File: config.mk
export PLATFORM = sky130hd
export DESIGN_NAME = fix2flt_engine
export DESIGN_NICKNAME = d
export VERILOG_FILES = /design/src/rtl/fix2flt_pkg.sv /design/src/rtl/fix2flt_norm.sv /design/src/rtl/fix2flt_engine.sv
export SDC_FILE = /design/constraint.sdc
export NUM_CORES = 1
export LEC_CHECK = 0
export CELL_PAD_IN_SITES_DETAIL_PLACEMENT = 1
export CELL_PAD_IN_SITES_GLOBAL_PLACEMENT = 1
export CORE_MARGIN = 3
export CORE_UTILIZATION = 43
export DETAILED_ROUTE_END_ITERATION = 6
export MAX_ROUTING_LAYER = met4
export PLACE_DENSITY_LB_ADDON = 0.1
export RECOVER_POWER = 50
export REMOVE_ABC_BUFFERS = 1
export SYNTH_ARGS = -nofsm -noshare
export SYNTH_HDL_FRONTEND = slang
export SYNTH_SLANG_ARGS = --single-unit
File: constraint.sdc
create_clock -name clk -period 2.7 [get_ports clk]
set_input_delay 0.405 -clock clk [delete_from_list [all_inputs] [get_ports clk]]
set_output_delay 0.405 -clock clk [all_outputs]
set_load 0.02 [all_outputs]
File: src/rtl/fix2flt_pkg.sv
// ---------------------------------------------------------------------------
// fix2flt_pkg
// Shared definitions for the signed fixed 8.8 to IEEE half-precision
// converter: controller state encoding, float16 field widths, the starting
// exponent and small helper functions used by the top and the normalizer.
// ---------------------------------------------------------------------------
package fix2flt_pkg;

  // Controller states in the order one conversion walks through them
  typedef enum logic [3:0] {
    IDLE,
    RD_LO,
    RD_HI,
    NEG,
    NORM,
    PACK,
    WR_LO,
    WR_HI,
    DONE
  } state_t;

  localparam int FLT_BIAS = 15;
  localparam int FIX_FRAC = 8;
  // A magnitude whose leading one sits in bit 15 is worth 2^(15-FIX_FRAC),
  // so that is the biased exponent before any normalizing shift.
  localparam int EXP_INIT = FLT_BIAS + 15 - FIX_FRAC;
  localparam int MANT_W   = 10;
  localparam int EXP_W    = 5;
  localparam int DATA_W   = 16;

  // Two's complement magnitude; 0x8000 maps onto itself, which read as
  // unsigned is exactly 32768.
  function automatic logic [DATA_W-1:0] abs_fix(input logic [DATA_W-1:0] x);
    return x[DATA_W-1] ? (~x + 16'd1) : x;
  endfunction

  function automatic logic [DATA_W-1:0] pack_half(input logic              sign,
                                                  input logic [EXP_W-1:0]  exp,
                                                  input logic [MANT_W-1:0] mant);
    return {sign, exp, mant};
  endfunction

endpackage

File: src/rtl/fix2flt_norm.sv
// ---------------------------------------------------------------------------
// fix2flt_norm
// Serial normalizer: holds the operand magnitude and its running exponent,
// shifting left one bit per enabled cycle until the leading one reaches
// bit 15.
// Ports:
//   clk, reset  : rising-edge clock, synchronous active-high reset
//   load        : capture load_val and reset the exponent to EXP_INIT
//   shift_en    : shift the magnitude left by one and decrement exponent
//   load_val    : magnitude to be normalized
//   load_done   : load_val needs no shifting (zero or bit 15 already set)
//   shift_done  : the shift happening this cycle leaves bit 15 set
//   is_zero     : held magnitude is zero
//   mant        : fraction bits below the hidden one (truncated)
//   exp_cnt     : biased exponent matching the held magnitude
// ---------------------------------------------------------------------------
module fix2flt_norm
  import fix2flt_pkg::*;
(
  input  logic              clk,
  input  logic              reset,
  input  logic              load,
  input  logic              shift_en,
  input  logic [DATA_W-1:0] load_val,
  output logic              load_done,
  output logic              shift_done,
  output logic              is_zero,
  output logic [MANT_W-1:0] mant,
  output logic [EXP_W-1:0]  exp_cnt
);

  logic [DATA_W-1:0] mag;

  // Magnitude shift register and exponent counter move together so the
  // exponent always describes the value currently held in mag.
  always_ff @(posedge clk) begin
    if (reset) begin
      mag     <= '0;
      exp_cnt <= '0;
    end else if (load) begin
      mag     <= load_val;
      exp_cnt <= EXP_W'(EXP_INIT);
    end else if (shift_en) begin
      mag     <= {mag[DATA_W-2:0], 1'b0};
      exp_cnt <= exp_cnt - 1'b1;
    end
  end

  // Looking one bit ahead lets the controller leave NORM on the very edge
  // that completes normalization instead of one cycle later.
  assign load_done  = (load_val == '0) || load_val[DATA_W-1];
  assign shift_done = mag[DATA_W-2];
  assign is_zero    = (mag == '0);
  assign mant       = mag[DATA_W-2 -: MANT_W];

endmodule

File: src/rtl/fix2flt_engine.sv
// ---------------------------------------------------------------------------
// fix2flt_engine
// Converts a signed fixed 8.8 operand held in byte memory into an IEEE
// half-precision float (mantissa truncated, zero always +0) and writes the
// result back to the same memory, then raises ack.
// Parameters:
//   IN_ADDR  : byte address of operand low byte (high byte at IN_ADDR+1)
//   OUT_ADDR : byte address of result low byte (high byte at OUT_ADDR+1)
//   AW       : data memory address width
// Ports:
//   clk, reset  : rising-edge clock, synchronous active-high reset
//   start       : conversion request, honoured in IDLE and DONE only
//   ack         : conversion complete, held until next accepted start
//   mem_addr    : data memory byte address
//   mem_rd_data : combinational read data for mem_addr
//   mem_wr_data : data memory write data
//   mem_we      : write enable, memory writes on the rising edge
// ---------------------------------------------------------------------------
module fix2flt_engine
  import fix2flt_pkg::*;
#(
  parameter int IN_ADDR  = 4,
  parameter int OUT_ADDR = 6,
  parameter int AW       = 8
) (
  input  logic          clk,
  input  logic          reset,
  input  logic          start,
  output logic          ack,
  output logic [AW-1:0] mem_addr,
  input  logic [7:0]    mem_rd_data,
  output logic [7:0]    mem_wr_data,
  output logic          mem_we
);

  localparam logic [AW-1:0] IN_LO  = AW'(IN_ADDR);
  localparam logic [AW-1:0] IN_HI  = AW'(IN_ADDR + 1);
  localparam logic [AW-1:0] OUT_LO = AW'(OUT_ADDR);
  localparam logic [AW-1:0] OUT_HI = AW'(OUT_ADDR + 1);

  state_t            state;
  logic [7:0]        x_lo;
  logic [7:0]        x_hi;
  logic              sign;
  logic [7:0]        result_hi;

  logic [DATA_W-1:0] x;
  logic [DATA_W-1:0] mag_in;
  logic [DATA_W-1:0] pack_value;
  logic              norm_load;
  logic              norm_shift;
  logic              load_done;
  logic              shift_done;
  logic              is_zero;
  logic [MANT_W-1:0] mant;
  logic [EXP_W-1:0]  exp_cnt;

  assign x          = {x_hi, x_lo};
  assign mag_in     = abs_fix(x);
  assign norm_load  = (state == NEG);
  assign norm_shift = (state == NORM);
  // Zero is forced to +0 so a negative-zero pattern can never be produced.
  assign pack_value = is_zero ? '0 : pack_half(sign, exp_cnt, mant);

  fix2flt_norm u_norm (
    .clk        (clk),
    .reset      (reset),
    .load       (norm_load),
    .shift_en   (norm_shift),
    .load_val   (mag_in),
    .load_done  (load_done),
    .shift_done (shift_done),
    .is_zero    (is_zero),
    .mant       (mant),
    .exp_cnt    (exp_cnt)
  );

  // Controller: sequences the two operand reads, the normalization and the
  // two result writes. Memory address/data/enable are registered so each
  // state presents them for its whole cycle.
  always_ff @(posedge clk) begin
    if (reset) begin
      state       <= IDLE;
      ack         <= 1'b0;
      mem_addr    <= '0;
      mem_wr_data <= '0;
      mem_we      <= 1'b0;
      x_lo        <= '0;
      x_hi        <= '0;
      sign        <= 1'b0;
      result_hi   <= '0;
    end else begin
      case (state)
        IDLE, DONE: begin
          mem_we <= 1'b0;
          if (start) begin
            ack      <= 1'b0;
            mem_addr <= IN_LO;
            state    <= RD_LO;
          end
        end
        RD_LO: begin
          x_lo     <= mem_rd_data;
          mem_addr <= IN_HI;
          state    <= RD_HI;
        end
        RD_HI: begin
          x_hi  <= mem_rd_data;
          state <= NEG;
        end
        NEG: begin
          sign  <= x[DATA_W-1];
          state <= load_done ? PACK : NORM;
        end
        NORM: begin
          if (shift_done) begin
            state <= PACK;
          end
        end
        PACK: begin
          result_hi   <= pack_value[15:8];
          mem_addr    <= OUT_LO;
          mem_wr_data <= pack_value[7:0];
          mem_we      <= 1'b1;
          state       <= WR_LO;
        end
        WR_LO: begin
          mem_addr    <= OUT_HI;
          mem_wr_data <= result_hi;
          mem_we      <= 1'b1;
          state       <= WR_HI;
        end
        WR_HI: begin
          mem_we <= 1'b0;
          ack    <= 1'b1;
          state  <= DONE;
        end
        default: begin
          state  <= IDLE;
          ack    <= 1'b0;
          mem_we <= 1'b0;
        end
      endcase
    end
  end

endmodule

==> flow_summary.json <==
{
  "outcome": "complete, no violations",
  "grt_max_degree": 40,
  "critPathRequiredTime_ps": 2930,
  "maxSlewViolCount": 0,
  "synth.area.top_cells": "dfxtp_1 38%, nand2_1 6.2%, a21oi_1 6.0%",
  "wl_per_cell_um": 16.8,
  "worstSetupPathType": "reg -> reg",
  "drc": 0,
  "synth_compound_area_share_pct": 20.2,
  "synth_seq_cells": 63,
  "tightest_slew_ps": 628,
  "yosysTopAreaCell": "dfxtp_1",
  "ios": 29,
  "htreeDepth": 3,
  "design_area_sq_um": 3750,
  "die_w_um": 93.9,
  "place_hpwl_mm": 6.35,
  "muxShareOfSynthArea_pct": 6.10,
  "timing.fmax_mhz": 444,
  "yosysWarnings": 0,
  "setup_viol": 0,
  "synth_top_family_by_area": "simple AND/OR/NAND/NOR gates",
  "port_buffers": 23,
  "antenna_left": 0,
  "vias_per_cell": 5.64,
  "core_sq_um": 7370,
  "ctsHoldBuffers": 0,
  "clkTransAtPathRegs_ps": 70,
  "num_rows": 31,
  "insertion_delay_ps": 350,
  "synth_edf_count": 0,
  "cts_sinks": 63,
  "n_antenna_cell": 0,
  "grt_overflow": 0,
  "synth_adder_area_share_pct": 0.753,
  "cts-root-buf": "clkbuf_8",
  "worstPathArrival_ps": 2480,
  "finalHoldViolCount": 0,
  "syn_area_sq_um": 3320,
  "placed_area_sq_um": 3590,
  "grt_first_pass_wirelength_mm": 14.9,
  "synth-seq-area-share_pct": 37.9,
  "post_cts_buffers": 0,
  "min_period_ps": 2250,
  "clockBufferDepth": 2,
  "syn_inst": 414,
  "p_leak_nw": 1.30,
  "cp-start-kind": "register",
  "crit_path_max_fanout": 9,
  "firstDrtPassIters": 4,
  "synth_top_area_share_pct": 37.9,
  "dp_cells": 508,
  "hp-class": "reg -> reg",
  "dieArea_sq_um": 8820,
  "numCtsBuffers": 9,
  "drive_gt1_share_pct": 9.41,
  "via_count": 2953,
  "area_growth_pct": 12.9,
  "antenna_found_initial": 0,
  "grt_usage_pct": 22.1,
  "rsz0062_at_grt": "no",
  "holdWs_ps": 447,
  "power_density_nw_per_um2": 862,
  "max_slew_margin_pct": 58.0,
  "drt_iter0_drc": 89,
  "synth_xor_area_share_pct": 4.48,
  "cts-resized-gates": 0,
  "total_power_w": 0.00324,
  "avgSynthCellArea_sq_um": 8.03,
  "finalNetCount": 433,
  "grt_pass1_vias": 2972,
  "clock_skew_ps": 5.17,
  "ir_drop_v": 0.000436,
  "cts_tree": "yes",
  "die_h_um": 93.9,
  "synth_cell_types": 57,
  "routed_wl_mm": 8.82,
  "synth_ff_type": "dfxtp_1",
  "drv_cap": 0,
  "initial_core_util_pct": 45.1,
  "synth-simple-area-share_pct": 23.6,
  "cp-end-kind": "register",
  "final_cells": 524,
  "period_share_pct": 83.4,
  "async_flop_share_pct": 0,
  "gp_congestion": 0.910
}
-- cell families after synthesis --
kind of cell / Yosys count
compound gates: 102
xor+xnor: 17
fa+ha+maj: 2
buf+inv: 50
flops: 63
mux: 20
other cells: 1
simple gates: 159
-- path summary, 6_finish.rpt --
path | start | to | slack (ps) | cells after the start
worst min-delay path | mem_addr[2] | mem_addr[2] | 450 | 2
worst max-delay path | x_lo[2] | state[0] | 450 | 5
worst max register to register | x_lo[2] | state[0] | 450 | 5
worst min register to register | mem_addr[2] | mem_addr[2] | 450 | 2
-- through the flow --
| stage | util [%] | TNS (ps) | setup WS [ps] |
|---|---|---|---|
| 3_5_place_dp | 48.7 | 0 | 449 |
| 3_3_place_gp | 48.7 | 0 | 505 |
| 5_1_grt | 50.9 | 0 | 224 |
| 2_1_floorplan | - | -15880 | -1040 |
| 4_1_cts | 51.2 | 0 | 450 |
| 6_report | 50.9 | 0 | 450 |
-- power by group --
group          internal (W)  switching, W
combinational      0.000510      0.000713
clock              0.000360      0.000399
sequential          0.00105      0.000202
total               0.00192       0.00131
-- cell usage in the layout (no fill, tap or decap), types with 5 or more instances in the layout --
master,Yosys,layout
dlygate4sd3_1,0,13
dfxtp_1,63,63
xnor2_1,10,10
mux2i_1,18,18
a22oi_1,11,11
inv_1,7,7
a211oi_1,12,12
clkbuf_8,0,10
clkdlybuf4s50_1,0,9
nor3_1,14,14
nor2_1,41,41
o21ai_0,7,7
buf_4,5,8
a21oi_1,40,40
xor2_1,7,7
nand3_1,6,6
nor2b_1,7,7
nand2_1,55,55
nor4_1,6,6
conb_1,1,5
-- registers in the layout, indices dropped and copies added (netlist names) --
register	cells
u_norm.mag	16
mem_wr_data	8
result_hi	8
x_hi	8
x_lo	8
u_norm.exp_cnt	5
state	4
mem_addr	3
ack	1
mem_we	1
sign	1
-- routing by layer --
| metal | up-vias | GRT usage (%) | part of all wire (%) |
|---|---|---|---|
| li1 | 1467 | - | - |
| met1 | 1414 | 27.5 | 47 |
| met2 | 50 | 34.7 | 47 |
| met3 | 22 | 4.57 | 3.2 |
| met4 | 0 | 9.75 | 2.6 |
| met5 | - | - | 0 |
-- critical path, cell delays in order, from the launching register on --
cell	delay (ps)
dfxtp_1	410
or4_4	650
nor4_4	360
mux2_2	390
a32oi_1	230
o31ai_2	90
-- cells in the mapped netlist (7+ instances only) --
master	n
o21ai_0	7
nor2_1	41
nand2_1	55
clkbuf_1	33
nor3_1	14
a211oi_1	12
xnor2_1	10
mux2i_1	18
a22oi_1	11
dfxtp_1	63
xor2_1	7
inv_1	7
nor2b_1	7
a21oi_1	40
-- cell type report --
class                           instances  area, sq um
Inverter                                8         30.0
Clock buffer                           10          138
Tap cell                               99          124
Clock inverter                          6         46.3
Fill cell                             911         3620
Sequential cell                        63         1260
Timing Repair Buffer                   33          294
Multi-Input combinational cell        305         1860
Note: power is estimated with default switching activity, not from simulation.
